File: config.mk
export PLATFORM = sky130hd
export DESIGN_NAME = mux_scan_sequencer
export DESIGN_NICKNAME = d
export VERILOG_FILES = /design/src/rtl/mux_scan_sequencer.sv
export SDC_FILE = /design/constraint.sdc
export NUM_CORES = 1
export LEC_CHECK = 0
export BUFFER_PORTS_ARGS = -buffer_cell sky130_fd_sc_hd__buf_2
export CORE_UTILIZATION = 55
export CTS_BUF_LIST = sky130_fd_sc_hd__clkbuf_2
export DETAILED_ROUTE_END_ITERATION = 10
export PLACE_DENSITY = 0.89
export REMOVE_ABC_BUFFERS = 1
export SYNTH_ARGS = -nofsm -noshare
export SYNTH_HDL_FRONTEND = slang
export SYNTH_SLANG_ARGS = --single-unit
File: constraint.sdc
create_clock -name clock -period 1.9 [get_ports clock]
set_clock_uncertainty 0.2 [all_clocks]
set_input_delay 0.38 -clock clock [delete_from_list [all_inputs] [get_ports clock]]
set_output_delay 0.38 -clock clock [all_outputs]
set_load 0.05 [all_outputs]
File: src/rtl/mux_scan_sequencer.sv
// Scan sequencer for a 4:1 mux. It steps the select lines through the enabled channels,
// holds each select for SETTLE_CYCLES, samples the mux output and returns a 4-bit result
// over a valid/ready handshake.
module mux_scan_sequencer #(
  parameter int SETTLE_CYCLES = 2,
  parameter int CNT_W         = 8
) (
  input  logic       clock,
  input  logic       reset,
  input  logic       start,
  input  logic [3:0] mask,
  input  logic       mux_out,
  output logic       s1,
  output logic       s0,
  output logic       busy,
  output logic [3:0] result,
  output logic       result_valid,
  input  logic       result_ready
);

  typedef enum logic [1:0] {
    IDLE   = 2'd0,
    SETTLE = 2'd1,
    DONE   = 2'd2
  } state_e;

  localparam logic [CNT_W-1:0] CNT_LAST = CNT_W'(SETTLE_CYCLES - 1);

  state_e           state_q, state_d;
  logic [CNT_W-1:0] cnt_q, cnt_d;
  logic [3:0]       mask_q, mask_d;
  logic [3:0]       result_q, result_d;
  logic [1:0]       sel_q, sel_d;
  logic [3:0]       higher_en;

  function automatic logic [1:0] lowest_set(input logic [3:0] m);
    logic [1:0] idx;
    idx = 2'd0;
    for (int i = 3; i >= 0; i--) begin
      if (m[i]) idx = 2'(i);
    end
    return idx;
  endfunction

  // Enabled channels strictly above the one currently selected.
  assign higher_en = mask_q & (4'b1110 << sel_q);

  always_comb begin
    // NOTE: every signal gets a default first so no path through the case infers a latch.
    state_d  = state_q;
    cnt_d    = cnt_q;
    mask_d   = mask_q;
    result_d = result_q;
    sel_d    = sel_q;

    unique case (state_q)
      IDLE: begin
        if (start) begin
          mask_d   = mask;
          result_d = 4'b0000;
          cnt_d    = '0;
          if (mask != 4'b0000) begin
            sel_d   = lowest_set(mask);
            state_d = SETTLE;
          end else begin
            state_d = DONE;
          end
        end
      end

      SETTLE: begin
        if (cnt_q == CNT_LAST) begin
          result_d[sel_q] = mux_out;
          cnt_d           = '0;
          if (higher_en != 4'b0000) begin
            sel_d = lowest_set(higher_en);
          end else begin
            state_d = DONE;
          end
        end else begin
          cnt_d = cnt_q + 1'b1;
        end
      end

      DONE: begin
        if (result_ready) state_d = IDLE;
      end

      default: state_d = IDLE;
    endcase
  end

  // NOTE: state registers use non-blocking assignments so every flop updates from pre-edge values.
  always_ff @(posedge clock) begin
    if (reset) begin
      state_q  <= IDLE;
      cnt_q    <= '0;
      mask_q   <= 4'b0000;
      result_q <= 4'b0000;
      sel_q    <= 2'b00;
    end else begin
      state_q  <= state_d;
      cnt_q    <= cnt_d;
      mask_q   <= mask_d;
      result_q <= result_d;
      sel_q    <= sel_d;
    end
  end

  assign s1           = sel_q[1];
  assign s0           = sel_q[0];
  assign busy         = (state_q != IDLE);
  assign result_valid = (state_q == DONE);
  assign result       = result_q;

endmodule

==> out/results.ini, run 1 <==
[status]
outcome=completed

[finish]
fin_area_um2=1200
diodes=0
final_nets=148
area_delta_synth_final_pct=13.4
final_cells=161
drive_above_1_share=0.279

[pwr]
switching_power_mw=0.340
pwr-share-comb=0.310
p_per_area_nw_per_um2=774
internal-power_mw=0.589
switching_share=0.366
pwr-share-clk=0.191
power.share.sequential=0.499
irDropWorstVdd_mv=0.536
power_mw=0.929
leakagePower_nw=0.482

[sta]
finalHoldViolations=0
period_needed_ps=1820
tns_ps=0
slew_headroom=0.716
maxClockFrequency_mhz=550
setup_ws_ps=80.3
drv_slew=0
period_share=0.958
worst_pin_slew_ps=423
rsz0062_at_grt=true
finalSetupViolCount=0

[global_route]
gr-usage-all-layers=0.241
grt_pass1_vias=829
grt_first_pass_wirelength_um=3610
grt_antenna_before_repair=0
grt_overflow=0
grt_start_max_net_pins=12

[drt]
vias=937
antenna_left=0
routed_wl_um=2210
routedWlPerCell_um=13.7
drc=0
via_per_inst=5.82
drt_iter0_drc=18
drt_pass1_iterations=4

[critical_path]
reg2reg_from=cnt_q[1]
r2r_cells=6
worstPathMaxFanout=8
crit_path_start_kind=register
critPathArrivalTime_ps=1240
crit_type=reg2out
cp_data_required_time_ps=1320
r2r_end=cnt_q[0]
end_kind=output pin
r2r_slack_ps=130

[flow_run]
cap_violations=0

[clocking]
cts-htree-levels=1
cts.sinks=19
cts_tree=built
clk_latency_ps=320
cts_root_buf=clkbuf_2
clock_path_buffers=2
clk_pin_slew_worst_paths_ps=180
ctsHoldBuffers=0
cts_buffers=3
cts_setup_buffers=0

[die]
fp.coreArea_um2=1760
die-height_um=45.9
row_count=15
die_x_um=45.9
start_util=0.600
dieArea_um2=2100
io_pins=17

[synthesis]
ys_types=45
syn-instance-count=117
ys.flop_type=dfxtp_1
yosysSeqAreaShare=0.359
synth-edff-count=0
avgSynthCellArea_um2=9.05
ys_ff_latch=19
syn_area_um2=1060
yosys_warnings=0
async_flop_share=0

[placed_design]
place_worst_setup_slack_ps=115
dp_hpwl_um=1670
dpl.cell_count=157
place_area_um2=1170
portBuffers=16
place.gp.congestion=0.854

[min_path]
hold_depth=3
hold_path.class=in2reg
holdCritStartpoint=result_ready
worstHoldEndpoint=state_q[1]

-- synth_stat cells (2+ instances only) --
master | instances | area, µm²
nand3_1 | 3 | 15.0
nor2_1 | 16 | 60.1
xnor2_1 | 4 | 35.0
nand2_1 | 5 | 18.8
a21o_1 | 2 | 15.0
a211oi_1 | 3 | 22.5
a22oi_1 | 2 | 15.0
o21bai_1 | 2 | 15.0
o32ai_1 | 4 | 35.0
ha_1 | 2 | 25.0
nor3_1 | 4 | 20.0
nand4_1 | 3 | 18.8
inv_1 | 6 | 22.5
nor2b_1 | 4 | 25.0
xor2_1 | 3 | 26.3
and2_1 | 2 | 12.5
dfxtp_1 | 19 | 380
a21oi_1 | 2 | 10.0
nand2b_1 | 3 | 18.8
mux2i_1 | 3 | 30.0
-- how the worst max path moves through the flow --
| stage | cells after the start | slack (ps) | to | from |
|---|---|---|---|---|
| 3_3_place_gp | 5 | 180 | sel_q[1] | mask[3] |
| 4_1_cts | 2 | 70 | busy | state_q[0] |
| 6_report | 2 | 80 | busy | state_q[0] |
| 3_5_place_dp | 6 | 120 | cnt_q[1] | cnt_q[1] |
| 5_1_grt | 2 | 20 | busy | state_q[0] |
| 2_1_floorplan | 4 | 30 | state_q[0] | state_q[1] |
-- cell type report --
| class | instances | area [µm²] |
|---|---|---|
| timing repair buffer | 18 | 95.1 |
| clock buffer | 3 | 15.0 |
| multi-input combinational | 88 | 644 |
| clock inverter | 1 | 5.00 |
| tap | 25 | 31.3 |
| inverter | 7 | 26.3 |
| fill | 146 | 564 |
| sequential | 19 | 383 |
-- kinds of logic after synthesis --
logic type,count (synthesis),share of synthesized area
compound gates,27,0.213
xor+xnor,7,0.0579
fa+ha+maj,2,0.0236
buf+inv,10,0.0402
flops,19,0.359
mux,3,0.0284
simple gates,49,0.278
-- flip-flops by register name (all words and copies together) (netlist names) --
register / cells
state_q: 2
mask_q: 3
sel_q: 2
result: 4
cnt_q: 8
-- routing by layer --
layer | global-route usage | routed length (µm) | up-vias
li1 | - | - | 465
met1 | 0.312 | 1030 | 453
met2 | 0.400 | 1100 | 17
met3 | 0.0397 | 66 | 2
met4 | 0.0824 | 23 | 0
met5 | 0 | 0 | -
-- power groups by stage --
stage                     registers [mW]  logic (mW)  clock network (mW)
after floorplan                    0.484       0.193                   0
after global placement             0.466       0.274                   0
after detailed placement           0.468       0.284                   0
after CTS                          0.462       0.285               0.182
after global routing               0.468       0.316               0.197
final                              0.463       0.288               0.178
-- placed cells by master (no fill, tap or decap), types with 2 or more instances in the layout --
cell | synthesis | routed
dfxtp_1 | 19 | 17
nor2_1 | 16 | 16
buf_2 | 1 | 16
inv_1 | 6 | 6
nand2_1 | 5 | 5
nor2b_1 | 4 | 4
nor3_1 | 4 | 4
xnor2_1 | 4 | 4
o32ai_1 | 4 | 4
nand4_1 | 3 | 3
xor2_1 | 3 | 3
nand2b_1 | 3 | 3
mux2i_1 | 3 | 3
a211oi_1 | 3 | 3
clkbuf_2 | 0 | 3
nand3_1 | 3 | 2
a21o_1 | 2 | 2
a22oi_1 | 2 | 2
o21bai_1 | 2 | 2
and2_1 | 2 | 2
ha_1 | 2 | 2
buf_4 | 1 | 2
dfxtp_2 | 0 | 2
-- per-stage QoR --
| step | utilization | hold slack, ps |
|---|---|---|
| after global placement | 0.662 | 267 |
| after global routing | 0.680 | 104 |
| after CTS | 0.675 | 109 |
| after floorplan | - | 252 |
| final | 0.680 | 118 |
| after detailed placement | 0.662 | 274 |
-- timing repair --
| item | CTS | global route |
|---|---|---|
| endpoints found under the hold margin | 0 | 0 |
| gates resized for setup | 2 | 2 |
| setup endpoints to repair | 2 | 10 |
-- worst max-delay path: stages (launching register included) --
cell,delay (ps)
dfxtp_2,430
or2_2,290
buf_2,210
No activity file was read; power rests on OpenSTA's default activity.
==> inputs of run 2 (changes only) <==
ABC_CLOCK_PERIOD_IN_PS = 2000   (was not set)
CORE_UTILIZATION = 53   (was 55)
PLACE_DENSITY = 0.86   (was 0.89)
clock period = 2 ns   (was 1.9 ns; I/O delays follow)
==> out/results.ini, run 2 (synthesized netlist as in run 1, its figures left out) <==
[status]
outcome=completed

[finish]
nFillCells=170  ; +16%
fin_area_um2=1170  ; -2.1%
final_common_cell=dfxtp_1
area_delta_synth_final_pct=11.0
final_cell_mix=dfxtp_1, nor2_1, buf_2
final_nets=146  ; -1.4%
largest_register_ffs=8  ; unchanged
diodes=0  ; unchanged
largest_register=cnt_q
drive_above_1_share=0.246  ; -0.0331

[critical_path]
critical_path_buf_inv_count=1  ; unchanged
worstSetupPathDepth=2  ; unchanged
end_kind=output pin
crit_family=flip-flops
path_cells=nor2b_1, buf_2
critPathArrivalTime_ps=1290  ; +50 ps
slowest_stage=dfxtp_1
r2r_cells=6  ; unchanged
cp_data_required_time_ps=1400  ; +80 ps
max_stage_delay_ps=500  ; +70 ps
worstPathMaxFanout=7  ; -1
crit_path_start_kind=register
crit_type=reg2out

[clocking]
clk_latency_ps=310  ; about the same
cts_tree=built
cts.sinks=19  ; unchanged
cts_setup_buffers=0  ; unchanged
cts_buffers=3  ; unchanged
clock_path_buffers=2  ; unchanged
clk_pin_slew_worst_paths_ps=180  ; about the same
cts_root_buf=clkbuf_2
cts-htree-levels=1  ; unchanged

[sta]
finalHoldViolations=0  ; unchanged
period_needed_ps=1890
maxClockFrequency_mhz=529
worst_pin_slew_ps=433  ; +9.80 ps
drv_slew=0  ; unchanged
tns_ps=0  ; unchanged
period_share=0.946
finalSetupViolCount=0  ; unchanged
whs_ps=144  ; +25.7 ps
rsz0062_at_grt=false
slew_headroom=0.711  ; -0.00456

[die]
start_util=0.587  ; -0.0125
row_count=15  ; unchanged
fp.coreArea_um2=1800  ; +2.1%
dieArea_um2=2180  ; +3.6%
io_pins=17  ; unchanged
die_x_um=46.7  ; +1.8%
die-height_um=46.7  ; +1.8%

[global_route]
grt_start_max_net_pins=12  ; unchanged
grt_overflow=0  ; unchanged
grt_first_pass_wirelength_um=3410  ; -5.5%
grt_antenna_before_repair=0  ; unchanged
gr-usage-all-layers=0.224  ; -0.0163
grt_pass1_vias=805  ; -2.9%

[pwr]
leakagePower_nw=0.471  ; -2.2%
p_per_area_nw_per_um2=737  ; -4.8%
irDropWorstVdd_mv=0.540  ; +0.64%

[drt]
antenna_left=0  ; unchanged
drt_iter0_drc=32  ; +14
vias=942  ; +0.53%
drt_pass1_iterations=4  ; unchanged
via_per_inst=5.92  ; +1.8%
routed_wl_um=2140  ; -3.3%
drc=0  ; unchanged
routedWlPerCell_um=13.5  ; -2.1%

[min_path]
hold_depth=3  ; unchanged
hold_path.class=in2reg

[placed_design]
dp_hpwl_um=1620  ; -3.2%
portBuffers=16  ; unchanged
place.gp.congestion=0.873  ; +2.3%
place_area_um2=1150  ; -1.3%

[flow_run]
cap_violations=0  ; unchanged

-- run 2: changes by cell type in the layout (fill, tap and decap cells not counted), sizes merged --
cell,change
buf,-2
-- run 2: layout make-up --
class / count / area (µm²) / area share
Clock buffer: 3 / 15.0 / 0.0128
Clock inverter: 1 / 5.00 / 0.00426
Inverter: 7 / 26.3 / 0.0224
Multi-Input combinational cell: 88 / 636 / 0.541
Sequential cell: 19 / 382 / 0.325
Tap cell: 25 / 31.3 / 0.0266
Timing Repair Buffer: 16 / 80.1 / 0.0682
-- run 2: power breakdown --
| part | internal (mW) | switching (mW) | total (mW) |
|---|---|---|---|
| Sequential | 0.402 | 0.0381 | 0.441 |
| Clock | 0.0453 | 0.119 | 0.164 |
| Combinational | 0.103 | 0.158 | 0.262 |
-- run 2: path summary, 6_finish.rpt --
kind,from,to,slack (ps)
max,state_q[1],result_valid,110
min,result_ready,state_q[1],140
max reg2reg,cnt_q[1],cnt_q[1],200
min reg2reg,result[3],result[3],290
-- run 2: layer usage --
metal | global-route usage | vias to the layer above | wire length (µm) | part of all wire
met5 | 0 | - | 0 | 0
met4 | 0.0971 | 0 | 38 | 0.018
met1 | 0.291 | 440 | 968 | 0.45
met3 | 0.0471 | 7 | 107 | 0.050
met2 | 0.356 | 32 | 1020 | 0.48
li1 | - | 463 | - | -
-- run 2: metrics by stage --
stage / worst slack [ps] / utilization / power, mW / instances
3_5_place_dp: 228 / 0.640 / 0.707 / 155
5_1_grt: 36.6 / 0.652 / 0.914 / 159
2_1_floorplan: 132 / - / 0.644 / 114
3_3_place_gp: 267 / 0.640 / 0.696 / 155
6_report: 108 / 0.652 / 0.866 / 159
4_1_cts: 47.5 / 0.651 / 0.868 / 159
-- run 2: worst register-to-register path: cells and delay by family, from the launching register on --
kind / cells / cell delay (ps)
compound gates: 3 / 730
buf+inv: 1 / 80
flops: 1 / 400
simple gates: 1 / 130
fa+ha+maj: 1 / 180
-- run 2: what timing repair did --
item / 4_1_cts / 5_1_grt
hold buffers: 0 / 0
endpoints found under the setup margin: 0 / 1
gates resized for setup: 0 / 1
==> inputs of run 3 (changes only) <==
RECOVER_POWER = 25   (was not set)
==> out/results.ini, run 3 (synthesized netlist as in run 1, its figures left out) <==
[drt]
routed_wl_um=2160  ; +0.84%
antenna_left=0  ; unchanged
routedWlPerCell_um=13.6  ; +0.84%
drc=0  ; unchanged
drt_pass1_iterations=4  ; unchanged
vias=932  ; -1.1%
drt_iter0_drc=34  ; +6.3%
via_per_inst=5.86  ; -1.1%

[global_route]
grt_start_max_net_pins=12  ; unchanged
grt_pass1_vias=805  ; unchanged
grt_first_pass_wirelength_um=3410  ; unchanged
grt_overflow=0  ; unchanged
grt_antenna_before_repair=0  ; unchanged
gr-usage-all-layers=0.224  ; unchanged

[clocking]
cts-htree-levels=1  ; unchanged
cts.sinks=19  ; unchanged
clock_path_buffers=2  ; unchanged
cts_tree=built
ctsHoldBuffers=0  ; unchanged
cts_root_buf=clkbuf_2
clk_pin_slew_worst_paths_ps=180  ; about the same
clk_latency_ps=320  ; about the same
cts_setup_buffers=0  ; unchanged
cts_buffers=3  ; unchanged

[finish]
drive_above_1_share=0.216  ; -0.0299
final_cell_mix=dfxtp_1, nor2_1, buf_2
final_common_cell=dfxtp_1
ff_latch_area_um2=382  ; unchanged
diodes=0  ; unchanged
area_delta_synth_final_pct=9.57
nFillCells=173  ; +1.8%
final_cells=159  ; unchanged
largest_register=cnt_q
final_nets=146  ; unchanged
largest_register_ffs=8  ; unchanged
multi_input_area_um2=624  ; -1.8%

[die]
fp.coreArea_um2=1800  ; unchanged
io_pins=17  ; unchanged
die-height_um=46.7  ; unchanged
start_util=0.587  ; unchanged
row_count=15  ; unchanged
die_x_um=46.7  ; unchanged
dieArea_um2=2180  ; unchanged

[sta]
slew_headroom=0.509  ; -0.202
tns_ps=0  ; unchanged
period_share=0.960  ; +0.0140
worst_pin_slew_ps=735  ; +302 ps
finalHoldViolations=0  ; unchanged
drv_slew=0  ; unchanged
period_needed_ps=1920  ; +28.0 ps
maxClockFrequency_mhz=521  ; -1.5%
rsz0062_at_grt=false
finalSetupViolCount=0  ; unchanged

[pwr]
irDropWorstVdd_mv=0.537  ; -0.60%
switching_power_mw=0.313  ; -0.63%
switching_share=0.363  ; about the same
leakagePower_nw=0.454  ; -3.6%
power.share.sequential=0.508  ; about the same
pwr-share-clk=0.191  ; +0.002
p_per_area_nw_per_um2=742  ; +0.73%
pwr-share-comb=0.300  ; -0.002
internal-power_mw=0.548  ; -0.51%

[placed_design]
dp_hpwl_um=1620  ; unchanged
portBuffers=16  ; unchanged
place.gp.congestion=0.873  ; unchanged
dpl.cell_count=155  ; unchanged

[critical_path]
crit_path_start_kind=register
end_kind=register
crit_type=reg2reg
setup.worst_path.end=sel_q[1]
worstPathMaxFanout=7  ; unchanged
r2r_cells=4  ; -2
r2r_slack_ps=80  ; -120 ps
reg2reg_from=state_q[1]
cp_data_required_time_ps=2040  ; +640 ps
critPathLaunch=state_q[1]
r2r_end=sel_q[1]
critPathArrivalTime_ps=1960  ; +670 ps

[min_path]
holdCritStartpoint=result_ready
hold_path.class=in2reg

[status]
outcome=completed

[flow_run]
cap_violations=0  ; unchanged

-- run 3: cell count changes in the layout (fill, tap and decap cells not counted) --
cell | before | now
buf_2 | 16 | 13
clkbuf_1 | 0 | 3
nor3b_4 | 1 | 0
nor3b_1 | 0 | 1
-- run 3: worst min-delay path by stage --
stage            endpoint  depth (start not counted)
2_1_floorplan   mask_q[1]                          1
3_3_place_gp    result[2]                          2
3_5_place_dp    result[3]                          2
4_1_cts        state_q[1]                          3
5_1_grt        state_q[1]                          3
6_report       state_q[1]                          3
-- run 3: per-stage QoR --
stage / setup slack [ps] / utilization / instance area (µm²) / hold WS [ps] / power (mW)
after floorplan: 132 / - / 1040 / 272 / 0.644
after global placement: 267 / 0.640 / 1150 / 267 / 0.696
after detailed placement: 228 / 0.640 / 1150 / 270 / 0.707
after CTS: 47.5 / 0.651 / 1170 / 141 / 0.868
after global routing: 33.3 / 0.644 / 1160 / 138 / 0.909
final: 80.1 / 0.644 / 1160 / 144 / 0.861
-- run 3: layout make-up --
class                   instances  area share
clock buffers                   3      0.0129
clock inverters                 1     0.00432
inverters                       7      0.0227
multi-input cells              88       0.538
flip-flops and latches         19       0.329
well taps                      25      0.0270
repair buffers                 16      0.0658
-- run 3: repair_timing --
action | in CTS | in global routing
gates resized for setup | 0 | 1
hold endpoints to repair | 0 | 0
endpoints found under the setup margin | 0 | 1
-- run 3: layer usage --
metal	up-vias	track usage	wire length, µm
met2	35	0.356	1020
met4	0	0.0971	41
li1	461	-	-
met3	7	0.0471	117
met1	429	0.291	979
met5	-	0	0
-- run 3: power by group through the flow --
stage / Sequential, mW / Combinational (mW) / Clock, mW
2_1_floorplan: 0.460 / 0.184 / 0
3_3_place_gp: 0.445 / 0.251 / 0
3_5_place_dp: 0.447 / 0.259 / 0
4_1_cts: 0.439 / 0.261 / 0.167
5_1_grt: 0.443 / 0.280 / 0.185
6_report: 0.438 / 0.259 / 0.165
-- run 3: worst max-delay path, cell delays in order, from the launching register on --
cell	delay, ps
dfxtp_1	400
nor3b_1	640
nand2b_2	170
and2_1	190
o221a_1	250
